**src/rtl/dcache_wt.sv**
```systemverilog
// Direct-mapped, write-through, no-write-allocate data cache with a Wishbone
// classic master port. Uncached region selected by the top address nibble.
module dcache_wt #(
    parameter int          NUM_LINES    = 16,
    parameter int          LINE_WORDS   = 4,
    parameter logic [3:0]  UNCACHED_TOP = 4'hA
) (
    input  logic        clk,
    input  logic        rst,
    input  logic [31:0] mem_req_addr_i,
    input  logic [31:0] mem_req_wdata_i,
    input  logic        mem_req_we_i,
    input  logic [3:0]  mem_req_be_i,
    input  logic        mem_req_valid_i,
    input  logic        flush_i,
    output logic [31:0] mem_resp_data_o,
    output logic        mem_req_ready_o,
    output logic        mem_resp_err_o,
    output logic [31:0] wb_adr_o,
    output logic [31:0] wb_dat_o,
    output logic        wb_we_o,
    output logic [3:0]  wb_sel_o,
    output logic        wb_stb_o,
    output logic        wb_cyc_o,
    input  logic [31:0] wb_dat_i,
    input  logic        wb_ack_i,
    input  logic        wb_rty_i,
    input  logic        wb_err_i
);
    localparam int OW = $clog2(LINE_WORDS);
    localparam int IW = $clog2(NUM_LINES);
    localparam int TW = 30 - OW - IW;
    localparam int BW = (OW == 0) ? 1 : OW;
    localparam int AW = IW + OW;

    typedef enum logic [2:0] {IDLE, REFILL, WRITE, UNC_RD, DONE} state_t;

    state_t               state;
    logic [NUM_LINES-1:0] valid_q;
    logic [TW-1:0]        tag_q  [NUM_LINES];
    logic [31:0]          data_q [NUM_LINES*LINE_WORDS];
    logic [BW-1:0]        beat;

    logic [TW-1:0] req_tag;
    logic [IW-1:0] req_idx;
    logic [BW-1:0] req_word;
    logic [AW-1:0] hit_ptr, beat_ptr;
    logic [31:0]   line_base;
    logic          uncached, hit, bus_ok, last_beat;
    logic          unused_ok;

    assign req_tag   = mem_req_addr_i[31 -: TW];
    assign req_idx   = mem_req_addr_i[2+OW +: IW];
    assign req_word  = (OW == 0) ? '0 : mem_req_addr_i[2 +: BW];
    assign hit_ptr   = AW'(int'(req_idx) * LINE_WORDS + int'(req_word));
    assign beat_ptr  = AW'(int'(req_idx) * LINE_WORDS + int'(beat));
    assign line_base = {mem_req_addr_i[31:2+OW], {(OW+2){1'b0}}};
    assign uncached  = (mem_req_addr_i[31:28] == UNCACHED_TOP);
    assign hit       = valid_q[req_idx] && (tag_q[req_idx] == req_tag);
    // a beat completes only on a plain ack; err and rty take precedence
    assign bus_ok    = wb_stb_o && wb_ack_i && !wb_err_i && !wb_rty_i;
    assign last_beat = (beat == BW'(LINE_WORDS - 1));
    assign unused_ok = &{1'b0, mem_req_addr_i[1:0]};

    always_ff @(posedge clk or posedge rst) begin
        if (rst) begin
            state           <= IDLE;
            valid_q         <= '0;
            beat            <= '0;
            mem_resp_data_o <= '0;
            mem_req_ready_o <= 1'b0;
            mem_resp_err_o  <= 1'b0;
            wb_adr_o        <= '0;
            wb_dat_o        <= '0;
            wb_we_o         <= 1'b0;
            wb_sel_o        <= '0;
            wb_stb_o        <= 1'b0;
            wb_cyc_o        <= 1'b0;
        end else begin
            case (state)
                IDLE: begin
                    mem_req_ready_o <= 1'b0;
                    mem_resp_err_o  <= 1'b0;
                    if (flush_i) begin
                        valid_q <= '0;
                    end else if (mem_req_valid_i) begin
                        if (mem_req_we_i) begin
                            wb_cyc_o <= 1'b1;
                            wb_stb_o <= 1'b1;
                            wb_we_o  <= 1'b1;
                            wb_adr_o <= mem_req_addr_i;
                            wb_dat_o <= mem_req_wdata_i;
                            wb_sel_o <= mem_req_be_i;
                            state    <= WRITE;
                        end else if (uncached) begin
                            wb_cyc_o <= 1'b1;
                            wb_stb_o <= 1'b1;
                            wb_we_o  <= 1'b0;
                            wb_adr_o <= mem_req_addr_i;
                            wb_sel_o <= mem_req_be_i;
                            state    <= UNC_RD;
                        end else if (hit) begin
                            mem_resp_data_o <= data_q[hit_ptr];
                            mem_req_ready_o <= 1'b1;
                            state           <= DONE;
                        end else begin
                            valid_q[req_idx] <= 1'b0;
                            wb_cyc_o <= 1'b1;
                            wb_stb_o <= 1'b1;
                            wb_we_o  <= 1'b0;
                            wb_sel_o <= 4'hF;
                            wb_adr_o <= line_base;
                            beat     <= '0;
                            state    <= REFILL;
                        end
                    end
                end
                REFILL, WRITE, UNC_RD: begin
                    if (!wb_stb_o) begin
                        // strobe was dropped after a retry: reissue the same beat
                        wb_stb_o <= 1'b1;
                    end else if (wb_err_i) begin
                        wb_cyc_o        <= 1'b0;
                        wb_stb_o        <= 1'b0;
                        wb_we_o         <= 1'b0;
                        mem_resp_err_o  <= 1'b1;
                        mem_resp_data_o <= '0;
                        mem_req_ready_o <= 1'b1;
                        beat            <= '0;
                        state           <= DONE;
                    end else if (wb_rty_i) begin
                        wb_stb_o <= 1'b0;
                    end else if (wb_ack_i) begin
                        if (state == REFILL) begin
                            if (beat == req_word)
                                mem_resp_data_o <= wb_dat_i;
                            if (last_beat) begin
                                valid_q[req_idx] <= 1'b1;
                                wb_cyc_o         <= 1'b0;
                                wb_stb_o         <= 1'b0;
                                mem_req_ready_o  <= 1'b1;
                                beat             <= '0;
                                state            <= DONE;
                            end else begin
                                beat     <= beat + 1'b1;
                                wb_adr_o <= line_base | (32'(beat + 1'b1) << 2);
                            end
                        end else begin
                            mem_resp_data_o <= (state == UNC_RD) ? wb_dat_i : 32'h0;
                            wb_cyc_o        <= 1'b0;
                            wb_stb_o        <= 1'b0;
                            wb_we_o         <= 1'b0;
                            mem_req_ready_o <= 1'b1;
                            state           <= DONE;
                        end
                    end
                end
                DONE: begin
                    mem_req_ready_o <= 1'b0;
                    mem_resp_err_o  <= 1'b0;
                    state           <= IDLE;
                end
                default: state <= IDLE;
            endcase
        end
    end

    // Arrays carry no reset; validity is tracked solely by valid_q.
    always_ff @(posedge clk) begin
        if (state == REFILL && bus_ok) begin
            data_q[beat_ptr] <= wb_dat_i;
            if (last_beat)
                tag_q[req_idx] <= req_tag;
        end
        if (state == WRITE && bus_ok && !uncached && hit) begin
            for (int b = 0; b < 4; b++)
                if (mem_req_be_i[b])
                    data_q[hit_ptr][8*b +: 8] <= mem_req_wdata_i[8*b +: 8];
        end
    end
endmodule

```
**config.mk**
```make
export PLATFORM = sky130hd
export DESIGN_NAME = dcache_wt
export DESIGN_NICKNAME = d
export VERILOG_FILES = /design/src/rtl/dcache_wt.sv
export SDC_FILE = /design/constraint.sdc
export NUM_CORES = 2
export LEC_CHECK = 0
export ABC_AREA = 1
export BUFFER_PORTS_ARGS = -buffer_cell sky130_fd_sc_hd__clkbuf_2
export CAP_MARGIN = 10
export CORE_UTILIZATION = 34
export CTS_CLUSTER_SIZE = 20
export DETAILED_ROUTE_END_ITERATION = 10
export PLACE_DENSITY = 0.56
export RECOVER_POWER = 50
export SLEW_MARGIN = 20
export SYNTH_ARGS = -nofsm -noshare
export SYNTH_HDL_FRONTEND = slang
export SYNTH_SLANG_ARGS = --single-unit
```
**constraint.sdc**
```tcl
create_clock -name clk -period 4.9 [get_ports clk]
set_input_delay 1.47 -clock clk [delete_from_list [all_inputs] [get_ports clk]]
set_output_delay 1.47 -clock clk [all_outputs]
set_load 0.005 [all_outputs]
```
After elaboration in Yosys (flattened, before gate mapping). Memories as Yosys holds them, arrays and structs flattened. Index checks and enable logic that the tools add are counted.

Output and inout bits: 105. RAM bits: 2432. Memories kept: 2. Bits in registers: 126. Logic and storage cells: 223.

$lt $le $gt $ge: 2. $add $sub $neg: 4. Eq/ne operators: 34. Reduce and logical (&&, ||, !) cells: 31. Bitwise gates (word level): 5. Muxes and demuxes: 133.

Memories: data_q (words 64, width 32, rd ports 1, clocked after Yosys merged registers in 0, wr ports 1, RTL line 41) `logic [31:0] data_q [NUM_LINES*LINE_WORDS];`; tag_q (words 16, width 24, rd ports 1, clocked after Yosys merged registers in 0, wr ports 1, RTL line 40) `logic [TW-1:0] tag_q [NUM_LINES];`.

Operator list (number): $mux 32 (24); $mux 16 (11); $pmux 32 s2 (2); $mux 1 (59); $mux 3 (11); $or 32x5->32 (1); $pmux 16 s2 (1); $reduce_or 32->1 (1); $reduce_and 10->1 (3); $ne 2x2->1 const B (14); $ne 3x3->1 const B (9); $eq 24x24->1 (1); $mux 2 (11); $and 16x16->16 (1); $mux 4 (4); $not 16->16 (1); $or 16x16->16 (1); $reduce_and 8->1 (2); $add 6x2->6 (2); $ne 4x4->1 const B (3); $reduce_and 4->1 (3); $reduce_and 11->1 (1); $logic_and 1x1->1 (9); $pmux 1 s2 (4); other kinds (26) (30).

Depth between registers and ports, before layout.
Depth in word-level cells: 12. Depth in mapped cells: 25. Depth with buffers taken out: 23.

Worst setup path before layout. Ideal clock, no wire load.

Kind: input -> register. From: input mem_req_addr_i[4]. To: memory data_q[0][26], data pin. Arrival: 6263 ps. Library setup time: 702 ps. Data required time: 4198 ps. Setup slack: -2065 ps. Buffers on the path: 4. Cell stages on the path: 23. Path through: inv_2 buf_2 clkbuf_1 nand2_1 nand2_1 nand2_1 nand2_1 nand2_1 nand2_1 inv_2 nand2_1 nand2_1 nand2_1 nand2_1 nor2_1 nand3_1 nor2_2 o2111ai_1 nand2_2 inv_1 clkbuf_1 clkbuf_1 o21ai_0.

Cells in the longest elaborated chain, start to end: 8.

Ends and longest elaborated chain: start, declared (RTL line 10) `input logic [31:0] mem_req_addr_i,`; $mem_v2 16x24 / $bmux 1 s4 (equally long branches); $eq 24x24->1 / $mux 1 (equally long branches) (RTL line 59) `assign hit = valid_q[req_idx] && (tag_q[req_idx] == req_tag);`; $logic_and 1x1->1 (*) (RTL line 59); $logic_and 1x1->1 (*) (RTL line 175) `if (state == WRITE && bus_ok && !uncached && hit) begin`; $mux 1 (RTL line 175); $mux 1 (implied by the code) (RTL line 178) `data_q[hit_ptr][8*b +: 8] <= mem_req_wdata_i[8*b +: 8];`; $reduce_or 32->1 (no line) (*); $mux 32 (no line) (*); end, declared (RTL line 41).

Mark *: on every way between the ends. The rest lies on a longest branch, timed or not. The select of a mux whose other input is x is not followed.

Final worst setup path.
From: input mem_req_addr_i[6]. To: register mem_resp_data_o[24].

Cells in the longest elaborated chain, start to end: 8.

Ends and longest elaborated chain: $add 6x2->6 (RTL line 55) `assign hit_ptr = AW'(int'(req_idx) * LINE_WORDS + int'(req_word));`; $mem_v2 64x32; $mux 32 (RTL line 102) `end else if (hit) begin`; $mux 32 (RTL line 95) `end else if (uncached) begin`; $mux 32 (RTL line 87) `if (mem_req_we_i) begin`; $mux 32 (RTL line 86) `end else if (mem_req_valid_i) begin`; $mux 32 (RTL line 84) `if (flush_i) begin`; $pmux 32 s2 (RTL line 80) `case (state)`; end signal, assigned (RTL line 103) `mem_resp_data_o <= data_q[hit_ptr];`; end signal, assigned (RTL line 136) `mem_resp_data_o <= wb_dat_i;`; end signal, assigned (RTL line 149) `mem_resp_data_o <= (state == UNC_RD) ? wb_dat_i : 32'h0;`; end, declared (RTL line 16) `output logic [31:0] mem_resp_data_o,`.

Parallel ways exist; a longest one is shown, timed or not. The select of a mux whose other input is x is not followed. A chain may end at the register's enable or synchronous reset.

==> flow_metrics.tcl <==
set metrics [dict create \
    clk_latency_ns 0.91 \
    setup_viol 63 \
    max-vdd-ir-drop_mv 0.246 \
    syn_avg_cell_area_um2 12.2 \
    power_frac_comb 0.110 \
    cp.required_ns 5.69 \
    fmax_mhz 196 \
    die_h_um 551 \
    drtPass1Iterations 7 \
    vias 74100 \
    synth.most_common_cell "edfxtp_1" \
    critPathMaxFanout 13 \
    synth_cells 8374 \
    power_density_nw_per_um2 413 \
    multi_input_area_um2 23900 \
    post-route-cell-area_um2 125000 \
    end_kind "flop" \
    final-hold-violation-count 0 \
    num-fill-cells 27800 \
    cts.sinks 2558 \
    slew_violations 173 \
    drt_iter0_drc 10500 \
    port_buffers 212 \
    worst_setup_path_start_kind "primary input" \
    rsz0062_at_grt "no" \
    synth_largest_area_cell "edfxtp_1" \
    swShare 0.252 \
    yosys_warnings 0 \
    postPlaceCellArea_um2 118000 \
    p_leak_nw 43.3 \
    ys_types 41 \
    maxCapViolations 3 \
    syn_area_um2 102000 \
    synth_nets 8483 \
    clock_skew_ns 0.0693 \
    layout-drive-gt1-share 0.163 \
    finalNetCount 9518 \
    start_util 0.342 \
    clkPwrFrac 0.409 \
    synth_common_cells "2432 x edfxtp_1, 1512 x nand2_1, 1450 x nor2_1" \
    synth_top_area_frac 0.713 \
    ios 213 \
    syn_to_final_growth_pct 22.0 \
    crit_type "primary input to flop" \
    period_share 1.04 \
    clk_pin_slew_worst_paths_ns 0.06 \
    antenna_found_initial 19 \
    setup_ws_ns -0.199 \
    wl_per_cell_um 25.6 \
    synth_area_leaders "edfxtp_1 71%, o21ai_0 5.7%, nand2_1 5.5%, nor2_1 5.3%, o22ai_1 3.2%" \
    violations "max-capacitance violations, max-slew violations, negative setup slack" \
    antenna_left 0 \
    ff2ff_setup_slack_ns 0.14 \
    ys_ff_latch 2558 \
    setup_tns_ns -3.19 \
    grt_max_degree 100 \
    place_congestion 0.920 \
    arrival_ns 5.88 \
    fin_crit_ns 5.10 \
    power.switching_w 0.0130 \
    core_um2 300000 \
    cts_tree "yes" \
    synth-edff-count 2432 \
    outcome "finished, violations left" \
    maxSlewHeadroom -0.734 \
    dieArea_um2 303000 \
    seq_power_share 0.480 \
    ff_latch_area_um2 76200 \
    overflow 0 \
    synthFlopType "edfxtp_1" \
    first_global_vias 70500 \
    ys_seq_area_frac 0.744 \
    wl_um 348000 \
    ctsRootBufferMaster "clkbuf_16" \
    cts_max_level 5 \
    cts_buffers 283 \
    dp_hpwl_um 237000 \
    fp.dieW_um 551 \
    grt_use_total 0.224 \
    drt_drc_violations_left 0 \
    clockBufferDepth 4 \
    hp-class "flop to flop" \
    p_int_w 0.0386 \
    worst_slew_pin_slew_ns 2.60 \
    vias_per_cell 5.45 \
    grt_pass1_wl_um 499000 \
    core.rowCount 201 \
    synthArstFlopShare 0.0493 \
]
==> worst max-delay path: stages <==
cell	delay (ns)
clkbuf_2	0.17
nor2_1	0.22
buf_12	0.22
clkbuf_1	0.19
clkbuf_2	0.67
clkinv_1	0.76
buf_4	0.43
nor2_1	0.45
buf_4	0.29
nand2_1	0.09
nand4_1	0.32
o31ai_1	0.14
buf_4	0.27
a31oi_1	0.14
==> state kept, by name, summed over array words and instances, names as in the netlist <==
register / count
wb_dat_o: 32
wb_we_o: 1
beat: 2
wb_stb_o: 1
state: 3
data_q: 2048
mem_resp_data_o: 32
valid_q: 16
wb_adr_o: 32
mem_resp_err_o: 1
wb_cyc_o: 1
tag_q: 384
wb_sel_o: 4
mem_req_ready_o: 1
==> cells by family (layout without fill, tap and decap cells) <==
logic type,count (synthesis),count (layout),share of synthesized area
and+or+nand+nor,3160,3160,0.119
buffers and inverters,675,1933,0.0258
DFF,2558,2558,0.744
muxes,6,6,0.000660
AOI/OAI and AO/OA,1972,1972,0.110
xor gates and xnor gates,2,2,0.000171
other,0,8,0
adders and majority gates,1,1,0.000122
==> power by group through the flow <==
stage | Combinational (W) | Clock [W] | Sequential [W]
floorplan | 0.00260 | 0 | 0.0252
global placement | 0.00579 | 0 | 0.0252
detailed placement | 0.00584 | 0 | 0.0252
CTS | 0.00586 | 0.0214 | 0.0248
global route | 0.00609 | 0.0221 | 0.0248
finish | 0.00569 | 0.0211 | 0.0248
==> per-stage QoR <==
| step | hold slack (ns) | cells | setup slack (ns) | util | power, W |
|---|---|---|---|---|---|
| 4_1_cts | 0.480 | 13600 | 0.0292 | 0.423 | 0.0520 |
| 6_report | 0.482 | 13600 | -0.199 | 0.417 | 0.0516 |
| 3_3_place_gp | 0.459 | 13100 | -1.23 | 0.392 | 0.0310 |
| 3_5_place_dp | 0.473 | 13100 | -1.23 | 0.392 | 0.0311 |
| 5_1_grt | 0.504 | 13600 | 0.00260 | 0.417 | 0.0530 |
| 2_1_floorplan | 0.459 | 8374 | -0.772 | - | 0.0278 |
==> per-layer routing <==
metal | share of wire | GRT usage
met5 | 0.00012 | 0
met4 | 0.028 | 0.0614
met3 | 0.11 | 0.0524
met2 | 0.44 | 0.340
met1 | 0.42 | 0.320
==> area by class of cell <==
cell class / instances / share of cell area
sequential: 2558 / 0.610
multi-input combinational: 5141 / 0.192
timing repair buffer: 1303 / 0.0816
tap: 3958 / 0.0397
clock inverter: 157 / 0.0125
clock buffer: 351 / 0.0601
inverter: 122 / 0.00392
antenna: 8 / 0.000160
==> path summary, 6_finish.rpt <==
check | from | endpoint | depth (start not counted)
hold reg to reg | wb_dat_o[27] | wb_dat_o[27] | 2
setup reg to reg | state[0] | mem_resp_data_o[15] | 13
max in group asynchronous | rst | valid_q[2] | 3
setup / recovery | mem_req_addr_i[6] | mem_resp_data_o[24] | 14
hold / removal | wb_dat_o[27] | wb_dat_o[27] | 2
min in group asynchronous | rst | wb_dat_o[18] | 2
==> what timing repair did <==
| action | in CTS | in global routing |
|---|---|---|
| setup buffers | 0 | 4 |
| hold buffers | 0 | 0 |
| pin swaps | 0 | 3 |
| resized for setup | 4 | 39 |
| hold endpoints to repair | 0 | 0 |
| setup endpoints to repair | 32 | 333 |
==> placed cells by master, fill, tap and decap left out, types with 126 or more instances in the layout <==
| cell | Yosys | final |
|---|---|---|
| dfrtp_1 | 126 | 126 |
| nor2_1 | 1450 | 1403 |
| o21ai_0 | 1167 | 1147 |
| edfxtp_1 | 2432 | 2432 |
| buf_12 | 0 | 132 |
| nand2_1 | 1512 | 1508 |
| clkbuf_2 | 0 | 165 |
| o22ai_1 | 520 | 520 |
| nand3_1 | 135 | 133 |
| buf_4 | 9 | 737 |
| clkbuf_16 | 0 | 290 |
| clkbuf_1 | 460 | 288 |
No activity file was read; power rests on OpenSTA's default activity.
